[src/rtl/adv7513_reg_dump_if.sv]
// ----------------------------------------------------------------------------
// adv7513_reg_dump_if
// Bundles the two streaming sides of the register dump sequencer:
//   - reader command/response: rd_start, rd_reg_addr (to reader),
//                              rd_done, rd_reg_data (from reader)
//   - record stream:           out_valid, out_addr, out_data, out_err (to sink),
//                              out_ready (from sink)
// Modports:
//   master - the dump sequencer (drives commands and records)
//   slave  - the environment (register reader plus record sink)
// ----------------------------------------------------------------------------
interface adv7513_reg_dump_if;
    logic       rd_start;
    logic [7:0] rd_reg_addr;
    logic       rd_done;
    logic [7:0] rd_reg_data;

    logic       out_valid;
    logic       out_ready;
    logic [7:0] out_addr;
    logic [7:0] out_data;
    logic       out_err;

    modport master (
        output rd_start, rd_reg_addr, out_valid, out_addr, out_data, out_err,
        input  rd_done, rd_reg_data, out_ready
    );

    modport slave (
        input  rd_start, rd_reg_addr, out_valid, out_addr, out_data, out_err,
        output rd_done, rd_reg_data, out_ready
    );
endinterface

[src/rtl/adv7513_reg_dump.sv]
// ----------------------------------------------------------------------------
// adv7513_reg_dump
// Walks the register range START_ADDR..END_ADDR, issuing one read per address
// to the ADV7513 single-register reader and streaming each (address, data)
// pair out as a valid/ready record. A per-read timeout ends the dump with an
// error record if the reader never completes.
// Ports:
//   clk       - system clock
//   reset     - synchronous, active-low reset
//   dump_go   - one-cycle dump request, ignored while busy
//   busy      - high whenever a dump is in progress
//   dump_done - one-cycle pulse at the end of a dump
//   dump_err  - dump ended by timeout; held until the next accepted dump_go
//   bus       - reader command/response and record stream (master side)
// ----------------------------------------------------------------------------
module adv7513_reg_dump #(
    parameter logic [7:0]  START_ADDR     = 8'h00,
    parameter logic [7:0]  END_ADDR       = 8'hFF,
    parameter logic [23:0] TIMEOUT_CYCLES = 24'd1000000
) (
    input  logic                       clk,
    input  logic                       reset,
    input  logic                       dump_go,
    output logic                       busy,
    output logic                       dump_done,
    output logic                       dump_err,
    adv7513_reg_dump_if.master         bus
);

    localparam logic [23:0] TimeoutLast = TIMEOUT_CYCLES - 24'd1;

    typedef enum logic [2:0] {
        StIdle,
        StIssue,
        StAck,
        StWait,
        StOut,
        StFin
    } state_t;

    state_t      state_q, state_d;
    logic [7:0]  addr_q, addr_d;
    logic [23:0] cnt_q, cnt_d;
    logic        term_q, term_d;
    logic        err_q, err_d;
    logic        rd_start_q, rd_start_d;
    logic [7:0]  rd_addr_q, rd_addr_d;
    logic        out_valid_q, out_valid_d;
    logic [7:0]  out_addr_q, out_addr_d;
    logic [7:0]  out_data_q, out_data_d;
    logic        out_err_q, out_err_d;

    always_ff @(posedge clk) begin
        if (!reset) begin
            state_q     <= StIdle;
            addr_q      <= 8'h00;
            cnt_q       <= 24'd0;
            term_q      <= 1'b0;
            err_q       <= 1'b0;
            rd_start_q  <= 1'b0;
            rd_addr_q   <= 8'h00;
            out_valid_q <= 1'b0;
            out_addr_q  <= 8'h00;
            out_data_q  <= 8'h00;
            out_err_q   <= 1'b0;
        end else begin
            state_q     <= state_d;
            addr_q      <= addr_d;
            cnt_q       <= cnt_d;
            term_q      <= term_d;
            err_q       <= err_d;
            rd_start_q  <= rd_start_d;
            rd_addr_q   <= rd_addr_d;
            out_valid_q <= out_valid_d;
            out_addr_q  <= out_addr_d;
            out_data_q  <= out_data_d;
            out_err_q   <= out_err_d;
        end
    end

    always_comb begin
        state_d     = state_q;
        addr_d      = addr_q;
        cnt_d       = cnt_q;
        term_d      = term_q;
        err_d       = err_q;
        rd_start_d  = 1'b0;
        rd_addr_d   = rd_addr_q;
        out_valid_d = out_valid_q;
        out_addr_d  = out_addr_q;
        out_data_d  = out_data_q;
        out_err_d   = out_err_q;

        unique case (state_q)
            StIdle: begin
                if (dump_go) begin
                    addr_d  = START_ADDR;
                    err_d   = 1'b0;
                    term_d  = 1'b0;
                    state_d = StIssue;
                end
            end
            StIssue: begin
                rd_addr_d  = addr_q;
                rd_start_d = 1'b1;
                cnt_d      = 24'd0;
                state_d    = StAck;
            end
            StAck, StWait: begin
                // A completed read wins over a timeout landing on the same cycle.
                if (state_q == StWait && bus.rd_done) begin
                    out_addr_d  = addr_q;
                    out_data_d  = bus.rd_reg_data;
                    out_err_d   = 1'b0;
                    out_valid_d = 1'b1;
                    state_d     = StOut;
                end else if (cnt_q == TimeoutLast) begin
                    out_addr_d  = addr_q;
                    out_data_d  = 8'h00;
                    out_err_d   = 1'b1;
                    out_valid_d = 1'b1;
                    err_d       = 1'b1;
                    term_d      = 1'b1;
                    state_d     = StOut;
                end else begin
                    cnt_d = cnt_q + 24'd1;
                    // Reader drops its stale done level to acknowledge the command.
                    if (state_q == StAck && !bus.rd_done) begin
                        state_d = StWait;
                    end
                end
            end
            StOut: begin
                if (bus.out_ready) begin
                    out_valid_d = 1'b0;
                    // Compare before increment so END_ADDR of 8'hFF never wraps.
                    if (term_q || addr_q == END_ADDR) begin
                        state_d = StFin;
                    end else begin
                        addr_d  = addr_q + 8'd1;
                        state_d = StIssue;
                    end
                end
            end
            StFin: begin
                state_d = StIdle;
            end
            default: begin
                state_d = StIdle;
            end
        endcase
    end

    assign busy            = (state_q != StIdle);
    assign dump_done       = (state_q == StFin);
    assign dump_err        = err_q;
    assign bus.rd_start    = rd_start_q;
    assign bus.rd_reg_addr = rd_addr_q;
    assign bus.out_valid   = out_valid_q;
    assign bus.out_addr    = out_addr_q;
    assign bus.out_data    = out_data_q;
    assign bus.out_err     = out_err_q;

endmodule

[src/flat_wrapper.sv]
// flat-port wrapper written by rule: the top's interface ports become plain ports
module adv7513_reg_dump_flat 
#(
    parameter logic [7:0]  START_ADDR     = 8'h00,
    parameter logic [7:0]  END_ADDR       = 8'hFF,
    parameter logic [23:0] TIMEOUT_CYCLES = 24'd1000000
)
  (clk, reset, dump_go, busy, dump_done, dump_err, bus_rd_start, bus_rd_reg_addr, bus_out_valid, bus_out_addr, bus_out_data, bus_out_err, bus_rd_done, bus_rd_reg_data, bus_out_ready);
  adv7513_reg_dump_if bus_i ();
  input  logic clk;
  input  logic reset;
  input  logic dump_go;
  output logic busy;
  output logic dump_done;
  output logic dump_err;
  output wire logic [$bits(bus_i.rd_start)-1:0] bus_rd_start;
  output wire logic [$bits(bus_i.rd_reg_addr)-1:0] bus_rd_reg_addr;
  output wire logic [$bits(bus_i.out_valid)-1:0] bus_out_valid;
  output wire logic [$bits(bus_i.out_addr)-1:0] bus_out_addr;
  output wire logic [$bits(bus_i.out_data)-1:0] bus_out_data;
  output wire logic [$bits(bus_i.out_err)-1:0] bus_out_err;
  input wire logic [$bits(bus_i.rd_done)-1:0] bus_rd_done;
  input wire logic [$bits(bus_i.rd_reg_data)-1:0] bus_rd_reg_data;
  input wire logic [$bits(bus_i.out_ready)-1:0] bus_out_ready;
  assign bus_rd_start = bus_i.rd_start;
  assign bus_rd_reg_addr = bus_i.rd_reg_addr;
  assign bus_out_valid = bus_i.out_valid;
  assign bus_out_addr = bus_i.out_addr;
  assign bus_out_data = bus_i.out_data;
  assign bus_out_err = bus_i.out_err;
  assign bus_i.rd_done = bus_rd_done;
  assign bus_i.rd_reg_data = bus_rd_reg_data;
  assign bus_i.out_ready = bus_out_ready;
  adv7513_reg_dump #(.START_ADDR(START_ADDR), .END_ADDR(END_ADDR), .TIMEOUT_CYCLES(TIMEOUT_CYCLES)) u_core (.clk(clk), .reset(reset), .dump_go(dump_go), .busy(busy), .dump_done(dump_done), .dump_err(dump_err), .bus(bus_i));
endmodule
[config.mk]
export PLATFORM = sky130hd
export DESIGN_NAME = adv7513_reg_dump_flat
export DESIGN_NICKNAME = d
export VERILOG_FILES = /design/src/rtl/adv7513_reg_dump_if.sv /design/src/rtl/adv7513_reg_dump.sv /design/src/flat_wrapper.sv
export SDC_FILE = /design/constraint.sdc
export NUM_CORES = 1
export LEC_CHECK = 0
export ABC_AREA = 1
export CAP_MARGIN = 20
export CORE_ASPECT_RATIO = 1.4
export CORE_MARGIN = 4
export CORE_UTILIZATION = 57
export DETAILED_ROUTE_END_ITERATION = 16
export HOLD_SLACK_MARGIN = 0.05
export PLACE_DENSITY = 0.9
export SLEW_MARGIN = 30
export SYNTH_ARGS = -nofsm -noshare
export SYNTH_HDL_FRONTEND = slang
export SYNTH_SLANG_ARGS = --single-unit
[constraint.sdc]
create_clock -name clk -period 2.6 [get_ports clk]
set_input_delay 0.52 -clock clk [delete_from_list [all_inputs] [get_ports clk]]
set_output_delay 0.52 -clock clk [all_outputs]
set_load 0.02 [all_outputs]
## Yosys cells after proc, flatten, opt, wreduce, memory -nomap -nowiden

Index checks and enable logic that the tools add are counted.

- Register bits: 63
- Bits in latches: 0
- Memory bits (writable): 0
- Memory bits (read-only): 0
- Bits of input ports: 13
- Logic and storage cells: 72
- Memories kept: 0

- Add/subtract/negate cells: 2
- Multiply operators: 0
- Div/mod/pow operators: 0
- $lt $le $gt $ge: 0
- Eq/ne operators: 15
- Shift operators: 0
- Multiplexer cells: 27
- Bitwise operators: 0
- Reductions and logical operators: 18

Operator list:

| cell | count |
|---|---|
| 8-bit 2-to-1 mux | 7 |
| 24-bit 2-to-1 mux | 2 |
| 24-bit case mux with 2 select lines | 1 |
| 24-bit by 1-bit adder with 24-bit output, second input constant | 1 |
| 24-bit by 20-bit equality test with 1-bit output, second input constant | 1 |
| 3-bit 2-to-1 mux | 6 |
| 8-bit case mux with 2 select lines | 1 |
| 3-bit case mux with 4 select lines | 1 |
| 2-bit != test, second input constant | 5 |
| 2-bit nonzero test | 5 |
| 3-bit AND reduction | 3 |
| 8-bit by 1-bit adder with 8-bit output, second input constant | 1 |
| 8-bit equality test, second input constant | 1 |
| 4-bit AND reduction | 2 |
| 1-bit 2-to-1 mux | 7 |
| 3-bit by 2-bit equality test with 1-bit output, second input constant | 2 |
| 3-bit equality test, second input constant | 2 |
| 4-bit by 1-bit != test with 1-bit output, second input constant | 1 |
| 1-bit case mux with 2 select lines | 2 |
| 3-bit by 1-bit equality test with 1-bit output, second input constant | 1 |
| 3-bit logical NOT | 1 |
| 3-bit by 1-bit != test with 1-bit output, second input constant | 1 |
| 3-bit nonzero test | 1 |
| 1-bit logical AND | 2 |
| other kinds (5) | 5 |

## Logic depth before layout (Yosys ltp)

Gate-level depths: netlist of the first run.

- Depth in word-level cells: 6
- Mapped depth: 11
- Mapped depth without buffers: 11

## Least setup slack after synthesis of the first run

OpenSTA, ideal clock, no wires.

- Kind: register to register
- From: register u_core.cnt_q[0]
- To: register u_core.cnt_q[2]
- Data arrival time: 1572 ps
- Slack: 911 ps
- Stages on the path, launching flop included: 11
- Period minus slack after synthesis: 1689 ps
- Path through: dfxtp_1 > ha_1 > nand3_2 > nor2_2 > nand3_2 > nand3_2 > nand2_1 > buf_6 > buf_6 > a21oi_2 > nor2_1

- Cells in the longest elaborated chain, start to end: 4

Ends and longest elaborated chain:

| element | RTL line | text |
|---|---|---|
| start: declaration | adv7513_reg_dump.sv:43 | `logic [23:0] cnt_q, cnt_d;` |
| start signal: assignment | adv7513_reg_dump.sv:69 | `cnt_q <= cnt_d;` |
| 24-bit by 1-bit adder with 24-bit output | adv7513_reg_dump.sv:126 | `cnt_d = cnt_q + 24'd1;` |
| 24-bit 2-to-1 mux | adv7513_reg_dump.sv:117 | `end else if (cnt_q == TimeoutLast) begin` |
| 24-bit 2-to-1 mux | adv7513_reg_dump.sv:111 | `if (state_q == StWait && bus.rd_done) begin` |
| 24-bit case mux with 2 select lines | adv7513_reg_dump.sv:94 | `unique case (state_q)` |

Parallel ways exist; a longest one is shown, timed or not. The select of a mux whose other input is x is not followed.
A chain may end at the register's enable or synchronous reset.

## Worst setup path in the final report of the first run

- From: register u_core.state_q[2]
- To: output dump_done

- Cells in the longest elaborated chain, start to end: 1

Ends and longest elaborated chain:

| element | RTL line | text |
|---|---|---|
| start: declaration | adv7513_reg_dump.sv:41 | `state_t state_q, state_d;` |
| start signal: assignment | adv7513_reg_dump.sv:55 | `state_q <= StIdle;` |
| start signal: assignment | adv7513_reg_dump.sv:67 | `state_q <= state_d;` |
| 3-bit equality test | adv7513_reg_dump.sv:155 | `assign dump_done = (state_q == StFin);` |
| end: declaration | flat_wrapper.sv:14 | `output logic dump_done;` |

No other way between the ends.

==> flow_summary.yaml, run 1 <==
status:
  outcome: "finished clean"
synth:
  ys_top_cells_by_area: "dfxtp_1 (39%), nand2_1 (16%), nor2_1 (12%)"
  synth-xor-area-share: 0.0189
  yosysSeqAreaShare: 0.388
  synth_cell_type_count: 29
  synth_compound_gate_area_share: 0.113
  syn_area_um2: 3250
  syn_avg_cell_area_um2: 6.36
  yosysWarningCount: 0
  synthMuxAreaShare: 0
  synth_simple_gate_area_frac: 0.387
  yosysTopAreaCellShare: 0.388
  synth_fa_ha_area_frac: 0.00770
  synth_area_leader_cell: "dfxtp_1"
  ys_seq_elements: 63
  syn_nets: 526
  syn_inst: 511
  synth_top_family_by_area: "simple AND/OR/NAND/NOR gates"
floorplanning:
  die_h_um: 97.4
  start_util: 0.588
  fp.dieArea_um2: 6990
  die_w_um: 71.8
  coreArea_um2: 5530
  rows: 32
  pin_count: 43
timing:
  fin_skew_ns: 0.00860
  max-slew-margin-rel: 0.684
  hold_slack_ns: 0.456
  period_minus_slack_ns: 2.26
  worstMarginPinSlew_ns: 0.472
  finalCritPeriodShare: 0.870
  finalMaxSlewViolations: 0
  rsz0062_at_grt: "no"
  setup_violations: 0
  finalHoldViolCount: 0
  tns_ns: 0
  fmax_mhz: 442
power:
  p_total_mw: 2.84
  power_frac_clock: 0.289
  combPwrFrac: 0.313
  p_sw_frac: 0.411
  internal_power_mw: 1.67
  p_seq_frac: 0.398
  power_switching_mw: 1.17
  power.density_nw_per_um2: 730
  vdd_drop_max_mv: 0.666
  p_leak_nw: 1.40
worst_setup_path:
  crit_required_ns: 2.08
  path_class: "reg2out"
  critical_path_buf_inv_count: 2
  cp_slowest_cell: "clkdlybuf4s50_1"
  critPathMaxStageDelay_ns: 0.64
  cp.arrival_ns: 1.74
  crit_family: "buffers and inverters"
  crit_fanout: 5
  start_kind: "register"
  end_kind: "primary output"
  cp_cell_sequence: "inv_2, nor3_1, clkdlybuf4s50_1"
run:
  drv_cap: 0
place:
  dpl.hpwl_mm: 6.26
  gp_congestion: 0.983
  io_buffers: 42
clocking:
  cts_buffer_depth: 2
  postCtsHoldBufs: 0
  ctsResizeCount: 0
  worstSkewPairLatency_ns: 0.36
  clk_pin_slew_ns: 0.08
  cts_sinks: 63
  cts_root_buf: "clkbuf_8"
  ctsHtreeMaxLevel: 3
  cts_buffers: 9
  tritoncts: "done"
  postCtsSetupBuffers: 0
global_routing:
  grt_antenna_before_repair: 0
  grt_pass1_wl_mm: 14.6
  grt.total_usage: 0.260
  grt_overflow: 0
  grt_pass1_vias: 3414
  grt_max_degree: 30
routing:
  vias: 3458
  routed_wl_mm: 8.67
  dr.pass1.iters: 6
  first_iter_violations: 282
  post_drt_wl_per_cell_um: 13.8
  drc: 0
  drtAntennaViolNets: 0
  routed_via_density: 5.52
final_layout:
  drive_gt1_frac: 0.0698
  num_antenna_cells: 0
  fillers: 458
  fin_nets: 569
  area_growth_pct: 19.6
worst_hold_path:
  hold_path_class: "reg2reg"
[cell usage after synthesis (all sizes together)]
library cell and count:
a21oi 41, and3 1, buf 7, clkbuf 7
clkinv 2, dfxtp 63, ha 2, inv 50
nand2 139, nand3 42, nand3b 1, nand4 2
nor2 109, nor3 5, nor3b 2, o211ai 1
o21ai 30, xnor2 1, xor2 6
[layout make-up]
class / instances / area (µm²) / area share
multi-input cells: 382 / 1710 / 0.440
well taps: 68 / 85.1 / 0.0219
clock buffers: 9 / 124 / 0.0319
repair buffers: 46 / 450 / 0.116
flip-flops and latches: 63 / 1260 / 0.325
inverters: 52 / 195 / 0.0502
clock inverters: 7 / 60.1 / 0.0155
[worst reg2reg max path: cells and delay by family, from the launching register on]
| kind | cells | cell delay (ns) |
|---|---|---|
| flip-flops | 1 | 0.43 |
| AO/OA/AOI/OAI | 2 | 0.27 |
| adder cells (fa/ha/maj) | 1 | 0.30 |
| AND/OR/NAND/NOR | 6 | 1.09 |
[state kept, by name (all words and copies together) (netlist names), 3 cells and up]
| name | count |
|---|---|
| u_core.bus.out_data | 8 |
| u_core.bus.rd_reg_addr | 8 |
| u_core.addr_q | 8 |
| u_core.cnt_q | 24 |
| u_core.bus.out_addr | 8 |
| u_core.state_q | 3 |
[routing by layer]
metal,wire length (µm),GRT usage
met5,0,0
met4,306,0.171
met3,384,0.0414
met2,4510,0.447
met1,3470,0.286
[kinds of logic after synthesis]
family	Yosys count
buf+inv	66
simple gates	301
xor+xnor	7
compound gates	72
fa+ha+maj	2
flops	63
[power by group through the flow]
| stage | logic, mW | registers (mW) | clock network, mW |
|---|---|---|---|
| floorplan | 0.641 | 1.16 | 0 |
| global placement | 0.848 | 1.14 | 0 |
| detailed placement | 0.867 | 1.15 | 0 |
| CTS | 0.877 | 1.13 | 0.831 |
| global route | 0.981 | 1.14 | 0.863 |
| finish | 0.887 | 1.13 | 0.820 |
[path summary, 6_finish.rpt]
| kind | startpoint | end | slack [ns] | cells after the start |
|---|---|---|---|---|
| worst max register to register | u_core.cnt_q[0] | u_core.bus.out_addr[4] | 0.45 | 9 |
| worst min-delay path | u_core.bus.out_err | u_core.bus.out_err | 0.46 | 2 |
| worst min register to register | u_core.bus.out_err | u_core.bus.out_err | 0.46 | 2 |
| worst max-delay path | u_core.state_q[2] | dump_done | 0.34 | 3 |
[layout by cell type (no fill, tap or decap)]
cell and instances:
nor2_4 1, nand3_1 36, o21ai_1 4, a21oi_2 1, buf_4 4, clkinv_4 1, nand2_2 2, o211ai_1 1
nand4_1 2, nand3_2 6, xnor2_1 1, nor3b_1 2, clkbuf_8 9, nor2_1 105, clkdlybuf4s50_1 42, clkinvlp_4 1
inv_2 6, a21oi_1 40, xor2_1 6, and3_1 1, nor2_2 3, inv_6 5, dfxtp_1 63, clkinv_1 2
nand2_1 137, nor3_1 5, inv_1 44, ha_1 2, o21ai_0 26, nand3b_1 1
[stage by stage]
step | cells | area (µm²) | setup WS [ns] | util
finish | 627 | 3890 | 0.337 | 0.703
global route | 627 | 3890 | 0.240 | 0.703
CTS | 627 | 3890 | 0.336 | 0.703
detailed placement | 611 | 3700 | 0.465 | 0.670
global placement | 611 | 3700 | 0.561 | 0.670
floorplan | 511 | 3250 | 0.911 | -
(Power assumes the default switching activity.)
==> run 2: changes to the inputs <==
--- a/config.mk
+++ b/config.mk
@@ -10,10 +10,11 @@
 export CORE_ASPECT_RATIO = 1.4
 export CORE_MARGIN = 4
 export CORE_UTILIZATION = 57
+export CTS_CLUSTER_SIZE = 28
 export DETAILED_ROUTE_END_ITERATION = 16
 export HOLD_SLACK_MARGIN = 0.05
 export PLACE_DENSITY = 0.9
-export SLEW_MARGIN = 30
+export SLEW_MARGIN = 25
 export SYNTH_ARGS = -nofsm -noshare
 export SYNTH_HDL_FRONTEND = slang
 export SYNTH_SLANG_ARGS = --single-unit
==> results of run 2 <==
No change in the layout: final DEF, timing and power equal those of run 1.
